==> src/rtl/lfsr8_e.sv <==
// 8-bit Fibonacci LFSR, polynomial x^8+x^6+x^5+x^4+1 (period 255).
// Steps once per enabled clock edge; an all-zero state recovers to SEED.
module lfsr8_e #(
    parameter logic [7:0] SEED = 8'h01
) (
    input  logic       clk,
    input  logic       rst,
    input  logic       enb,
    output logic [7:0] q
);

    logic [7:0] q_r;
    logic [7:0] q_next_s;

    function automatic logic fb_calc(input logic [7:0] s);
        return s[7] ^ s[5] ^ s[4] ^ s[3];
    endfunction

    // Next-state: shift toward MSB, or escape the all-zero lock-up state
    always_comb begin
        q_next_s = q_r;
        if (q_r == 8'h00) begin
            q_next_s = SEED;
        end else begin
            q_next_s = {q_r[6:0], fb_calc(q_r)};
        end
    end

    // State register: async reset to SEED, advance only when enabled
    always_ff @(posedge clk or negedge rst) begin
        if (!rst) begin
            q_r <= SEED;
        end else if (enb) begin
            q_r <= q_next_s;
        end else begin
            q_r <= q_r;
        end
    end

    assign q = q_r;

endmodule

==> config.mk <==
export PLATFORM = sky130hd
export DESIGN_NAME = lfsr8_e
export DESIGN_NICKNAME = d
export VERILOG_FILES = /design/src/rtl/lfsr8_e.sv
export SDC_FILE = /design/constraint.sdc
export NUM_CORES = 1
export LEC_CHECK = 0
export CAP_MARGIN = 10
export CORE_AREA = 10 10 47 49
export CTS_CLUSTER_DIAMETER = 60
export DETAILED_ROUTE_END_ITERATION = 7
export DIE_AREA = 0 0 57 59
export HOLD_SLACK_MARGIN = 0.1
export PLACE_DENSITY = 0.55
export SYNTH_ARGS = -nofsm -noshare
export SYNTH_HDL_FRONTEND = slang
export SYNTH_SLANG_ARGS = --single-unit
==> constraint.sdc <==
create_clock -name clk -period 1.27 [get_ports clk]
set_input_delay 0.254 -clock clk [delete_from_list [all_inputs] [get_ports clk]]
set_output_delay 0.254 -clock clk [all_outputs]
set_load 0.005 [all_outputs]
==> results.md, run 1 <==
- TritonCTS built the clock tree.
- In the final design database the tool counted 50 nets.
- The number of hold buffers added after CTS was 0.
- The clock tree buffer depth is 2.
- The flow ran to the end, and the final reports show no timing, DRC or antenna violations.
- The post-synthesis simple-gate area fraction is 5.93%.
- Walking the worst path, the cells encountered are dlygate4sd2_1.
- The total congestion overflow after global routing is 0.
- After clock tree synthesis, the clock-pin slew on the worst setup and hold paths is 0.06 ns.
- Cells fill ~39% of the core in the end.
- The compound-gate portion of the synthesized area is about 1.9%.
- The count of routing violations after the opening detailed-route iteration is 2.
- The post-route netlist has between 40 and 50% of its cells at a drive strength greater than 1.
- The area enclosed by the die boundary is between 3000 and 4000 um^2.
- The count of buffer and inverter cells on the critical path is 1.
- By area, the combinational part of the netlist is dominated by multiplexers.
- The pin count of the biggest net entering global routing is 10.
- The critical path in this run is classified as register to output port.
- The H-tree depth is 1.
- Power spread over the standard cell area amounts to between 2000 and 3000 nW/um^2.
- The gate family responsible for the most delay along the worst path is flip-flops.
- The post-synth net total is 27.
- Of the post-synthesis cell area, the part taken by muxes is a little under a quarter.
- Relative to the synthesized area, the layout overhead comes to 61.5%.
- The placed standard-cell area is just over 500 um^2.
- During synthesis, Yosys emitted a total of 0 warnings.
- The clock net in this run drives a total of 8 sinks.
- The first-pass GRT wire length is 1300 um.
- The via count of the first global-routing pass came to roughly 310.
- The detailed-route wire length per cell is between 10 and 15 um.
- The clock reaches the later pin of the worst-skew pair after approximately 0.26 ns.
- For the worst setup path, the data arrival time is 0.92 ns.
- Measured against its own limit, the worst slew margin works out to around 76%.
- The post-synthesis share of cell area spent on full adders, half adders and majority gates is 0%.
- Data on the critical path is required at its endpoint by a little over 1 ns.
- In this run the static leakage power is between 0.2 and 0.25 nW.
- The sort of element at the end of the critical path is an output port.
- The repair_antennas step left the layout with diodes totalling 0.
- The peak per-stage delay on the critical path is around 0.39 ns.
- The worst vdd rail ir drop is between 0.9 and 1 mV.
- The buffer cell driving the clock tree root is sky130_fd_sc_hd__clkbuf_4.
- In this run the worst path has a maximum fanout of 2.
- The routed design could run at a clock period as short as ~1.2 ns.
- Global routing used just over 5% of the available tracks.
- Setup repair after global routing left no endpoint under its margin.
- Clock tree synthesis inserted a total of 3 buffers.
- Across all hold checks on the routed design, the worst slack comes to 0.271 ns.
- For the pin with the worst max-slew slack, the measured transition is between 0.3 and 0.4 ns.
- The count of TritonRoute iterations in the first routing pass is 3.
- The slowest stage of the critical path belongs to the cell sky130_fd_sc_hd__dfrtp_1.
- The row count is 14.
- The synthesized design spends more area on one cell type than any other, namely sky130_fd_sc_hd__dfrtp_1.
- The synthesized design contains 8 register bits.
- The synthesized netlist contains 10 unique library cells.
- The half-perimeter wire length of the detailed placement result is just under 600 um.
- The final setup skew is 0.000879 ns.
- Once layout is done, the placed cells without fillers occupy approximately 550 um^2.
- The fill cell instance count of the final layout is 152.
- The initial antenna violation count came to 0.
- The routability congestion estimate is roughly 0.8.
- The count of endpoints failing hold in the final timing report is 0.
- The area of the core region is around 1400 um^2.
- The mapped netlist covers roughly 340 um^2.
- After detailed routing, the number of remaining DRC violations is 0.
- For the final routed database, the setup TNS stands at 0 ns.
- The sequential element share of the synthesized area is between 50% and 60%.
- In this run the worst hold path is classified as input pin to asynchronous set/reset pin.
- The number of vias in the routed layout is about 270.
- The sum of routed wire length over all layers is between 700 and 800 um.
- The upper clock frequency limit is around 850 MHz.
- In this run the vertical extent of the chip is between 50 and 60 um.
- The final period utilization is roughly 90%.
- 11 I/O pins were placed.
- In the routed layout, each cell is associated on average with a via count of about 4.3.
- The share of the synthesized area in the top cell type is roughly 52%.
- The worst setup path is launched from a register.
- The tool flagged a number of max-cap violations equal to 0.
- The detail route stage leaves a number of antenna-violating nets equal to 0.
- From left edge to right edge, the die measures approximately 57 um.
- In this run the mean area of a mapped cell was ~14 um^2.
- Setup violations remaining at the end of the flow were counted as 0.
- The synthesized netlist devotes 7.78% of its cell area to XOR and XNOR gates.
- The register with the most flip-flops in the layout has 8 of them.
- After technology mapping, the gate count stands at 24.
- Sorting the synthesized cells by area gives the leading types as sky130_fd_sc_hd__dfrtp_1, sky130_fd_sc_hd__mux2_2, sky130_fd_sc_hd__dfstp_2.
- The number of pins with negative max-slew slack in the final report was 0.
- The initial cell density of the core is between 20 and 25%.
- The total power is around 1.4 mW.
- The total of buffers placed on input and output ports is 10.
==> layer usage <==
| metal | vias to the layer above | share of wire, % | GRT usage (%) |
|---|---|---|---|
| met4 | 0 | 1.8 | 4.70 |
| li1 | 128 | - | - |
| met5 | - | 0 | 0 |
| met1 | 127 | 40 | 4.34 |
| met2 | 9 | 49 | 7.91 |
| met3 | 2 | 8.5 | 3.22 |
==> cell families after synthesis <==
logic type,count (synthesis)
compound gates,1
xor+xnor,3
mux,7
flops,8
simple gates,4
buf+inv,1
==> worst paths after layout <==
| kind | start | to | slack [ns] | cells after the start |
|---|---|---|---|---|
| max in group asynchronous | rst | q[0] | 0.70 | 1 |
| setup / recovery | q[4] | q[4] | 0.1 | 1 |
| hold / removal | rst | q[2] | 0.27 | 1 |
| setup reg to reg | q[7] | q[0] | 0.18 | 4 |
| min in group clk | q[6] | q[6] | 0.61 | 2 |
| hold reg to reg | q[6] | q[6] | 0.61 | 2 |
==> per-stage QoR <==
stage          setup slack [ns]  std cells
5_1_grt                  0.0647         62
4_1_cts                  0.0152         62
6_report                 0.0986         62
3_3_place_gp            -0.0797         54
2_1_floorplan             0.317         24
3_5_place_dp            -0.0941         54
==> cells in the final DEF, fill, tap and decap left out, drive strengths merged <==
master         netlist  layout
a31oi                1       1
buf                  1       9
clkbuf               0       5
clkdlybuf4s50        0       2
dfrtp                7       7
dfstp                1       1
dlygate4sd2          0       7
mux2                 7       7
nand2                1       1
nor2                 1       1
nor4                 2       2
xnor2                1       1
xor2                 2       2
==> power breakdown <==
group          internal, mW  switching [mW]
clock                 0.121          0.0946
sequential            0.397          0.0647
combinational         0.449           0.276
==> cells in the mapped netlist <==
| master | number |
|---|---|
| sky130_fd_sc_hd__xnor2_1 | 1 |
| sky130_fd_sc_hd__a31oi_1 | 1 |
| sky130_fd_sc_hd__nor4_1 | 2 |
| sky130_fd_sc_hd__dfstp_2 | 1 |
| sky130_fd_sc_hd__nand2_1 | 1 |
| sky130_fd_sc_hd__buf_2 | 1 |
| sky130_fd_sc_hd__mux2_2 | 7 |
| sky130_fd_sc_hd__dfrtp_1 | 7 |
| sky130_fd_sc_hd__xor2_1 | 2 |
| sky130_fd_sc_hd__nor2_1 | 1 |
==> cell type report <==
class                   instances  area [um^2]  share of cell area, %
clock buffers                   4         26.3                   4.82
flip-flops and latches          8          201                   36.9
repair buffers                 19          166                   30.5
multi-input cells              15          131                   24.1
well taps                      16         20.0                   3.67
==> repair_timing <==
action	CTS	global route
setup buffers	4	0
endpoints found under the setup margin	8	1
resized for setup	9	1
No activity file was read; power rests on OpenSTA's default activity.
==> inputs of run 2 (changes only) <==
Settings changed: PLACE_DENSITY 0.55 to 0.6.
==> run 2 against run 1 <==
  * First-iteration DRC count stayed put
  * Critical endpoint is now q[0]
  * Critical path depth stayed put
  * Largest cell class unchanged
  * Total power is 0.45% higher
  * Die area stayed put
==> results.md, run 2 (synthesis gave the netlist of run 1 again) <==
- The run finished with clean final reports.
- The die height is approximately 59 um.
- The count of endpoints failing hold in the final timing report was 0.
- The row count is 14.
- The die covers approximately 3400 um^2.
- Routability-driven placement finished with a final weighted congestion of ~0.75.
- The largest fanout of any net on the critical path is 2.
- After layout, the worst setup slack is between 0.04 and 0.05 ns.
- Among all stages on the critical path, the largest delay is contributed by sky130_fd_sc_hd__dfstp_2.
- The critical path goes through clkdlybuf4s15_1.
- The filler cells instantiated in the layout total roughly 140.
- The I/O pin count is 11.
- The worst vdd rail ir drop is just under 1 mV.
- The setup TNS after final layout is 0 ns.
- 0 antenna diodes ended up in the layout.
- The initial cell density of the core is about a quarter.
- The final route contains around 270 vias.
- The via count of the first global-routing pass is around 320.
- CTS built an H-tree with a depth of 1.
- In the routed design, unresolved DRC markers number 0.
- On the critical path the largest part of the delay comes from flip-flops.
- The top cell types in the final layout, fill and taps aside, are sky130_fd_sc_hd__buf_4, sky130_fd_sc_hd__mux2_2, sky130_fd_sc_hd__dlygate4sd2_1, sky130_fd_sc_hd__dfrtp_1, sky130_fd_sc_hd__clkbuf_4.
- The power per unit of standard cell area is between 2000 and 3000 nW/um^2.
- For this run the aggregate overflow at the end of global routing stands at 0.
- The pin count of the biggest net entering global routing is 10.
- The transition at the pin with the smallest max-transition slack is 0.366 ns.
- The initial antenna violation count was 0.
- The minimum setup slack after placement is -0.0710 ns.
- The latest clock arrival within the worst-skew pair is approximately 0.26 ns.
- Data on the critical path arrives at its endpoint at 0.97 ns.
- The relative slew slack is roughly 76%.
- After detailed routing, the number of vias per cell comes to between 4 and 5.
- The floorplan step defined a core boundary enclosing ~1400 um^2.
- The count of antenna-violating nets left after detailed routing is 0.
- The setup violation total in the final timing report is 0.
- The worst min-delay path class is input pin to asynchronous set/reset pin.
- STA classifies the critical path endpoint as an output port.
- The sum of routed wire length over all layers is between 800 and 900 um.
- The worst setup path is launched from a register.
- The number of buffers created by CTS is 3.
- Across the run, the number of max-cap violations was 0.
- The most frequent standard cell in the layout excluding fill and tap cells is sky130_fd_sc_hd__buf_4.
- The final setup skew is approximately 0.0096 ns.
- The standby leakage power is roughly 0.23 nW.
- The die width is approximately 57 um.
- From synthesis to final layout, the design area changed by 59.3%.
- The final period utilization is a little over nine tenths.
- In the final routed layout, each cell accounts on average for 13.1 um.
- Clock tree synthesis found a total of 8 sinks.
- In the final design database the tool counted 50 nets.
- Setup repair after global routing left no endpoint under its margin.
- The largest single stage delay on the critical path is roughly 0.52 ns.
- Input and output buffers added on the ports amount to 10.
- The first-pass GRT wire length is about 1400 um.
- The count of routing violations after the opening detailed-route iteration is 2.
- For the worst setup path, the data required time is approximately 1.0 ns.
- The worst register-to-register path has a setup slack of between 0.1 and 0.15 ns.
- The clock passes through at most 2 buffers.
- The number of pins with negative max-slew slack in the final report came to 0.
- Global routing used approximately 5.3% of the available tracks.
- CTS placed an instance of sky130_fd_sc_hd__clkbuf_4 at the clock tree root.
- TritonCTS built the clock tree.
- The register with the most flip-flops in the layout has 8 of them.
- The fraction of final layout cells sized beyond drive strength 1 is a little over two fifths.
- Subtracting the final worst setup slack from the clock period gives 1.22 ns.
- Based on the critical path, the design can be clocked at up to between 800 and 900 MHz.
- The pre-antenna-repair detailed-routing pass consisted of 2 iterations.
- The critical path class is register to output port.
- Hold timing on the final database bottoms out at a slack of 0.275 ns.
- The count of buffer and inverter cells on the critical path is 1.
- Clock-pin slew was measured on the worst setup and hold paths at ~0.060 ns.
-- run 2: changes by cell type in the layout (fill, tap and decap cells not counted) --
cell	previous run	this run
sky130_fd_sc_hd__buf_4	8	9
sky130_fd_sc_hd__buf_12	1	0
sky130_fd_sc_hd__clkdlybuf4s15_1	0	1
sky130_fd_sc_hd__clkbuf_2	1	0
-- run 2: metal layers --
layer  GRT usage [%]  share of wire (%)
met5               0                  0
met4            5.03                1.1
met3            2.15                5.8
met2            9.15                 56
met1            4.68                 37
-- run 2: final timing paths --
kind | startpoint | end | cells after the start
max | q[0] | q[0] | 1
min | rst | q[5] | 1
max reg2reg | q[7] | q[0] | 4
min reg2reg | q[1] | q[2] | 2
max in group asynchronous | rst | q[0] | 1
min in group clk | q[1] | q[2] | 2
-- run 2: layout make-up --
class	instances	area (um^2)	share of cell area, %
clock buffers	4	26.3	4.88
repair buffers	19	159	29.5
flip-flops and latches	8	201	37.4
multi-input cells	15	131	24.4
well taps	16	20.0	3.72
-- run 2: stage by stage --
step / std cells / total power [mW] / utilization, % / instance area (um^2)
2_1_floorplan: 24 / 0.774 / - / 338
3_3_place_gp: 54 / 1.19 / 35.0 / 490
3_5_place_dp: 54 / 1.21 / 35.0 / 490
4_1_cts: 62 / 1.44 / 38.4 / 538
5_1_grt: 62 / 1.53 / 38.4 / 538
6_report: 62 / 1.41 / 38.4 / 538
-- run 2: power breakdown --
group / switching (mW) / internal, mW / total (mW) / leakage, nW
sequential: 0.0611 / 0.397 / 0.458 / 0.0895
combinational: 0.292 / 0.454 / 0.745 / 0.128
clock: 0.0847 / 0.120 / 0.205 / 0.0150
total: 0.438 / 0.970 / 1.41 / 0.233
-- run 2: what timing repair did --
item,CTS,global route
endpoints found under the hold margin,0,0
setup buffers,4,0
gates resized for setup,9,0
endpoints found under the setup margin,8,0
hold buffers,0,0
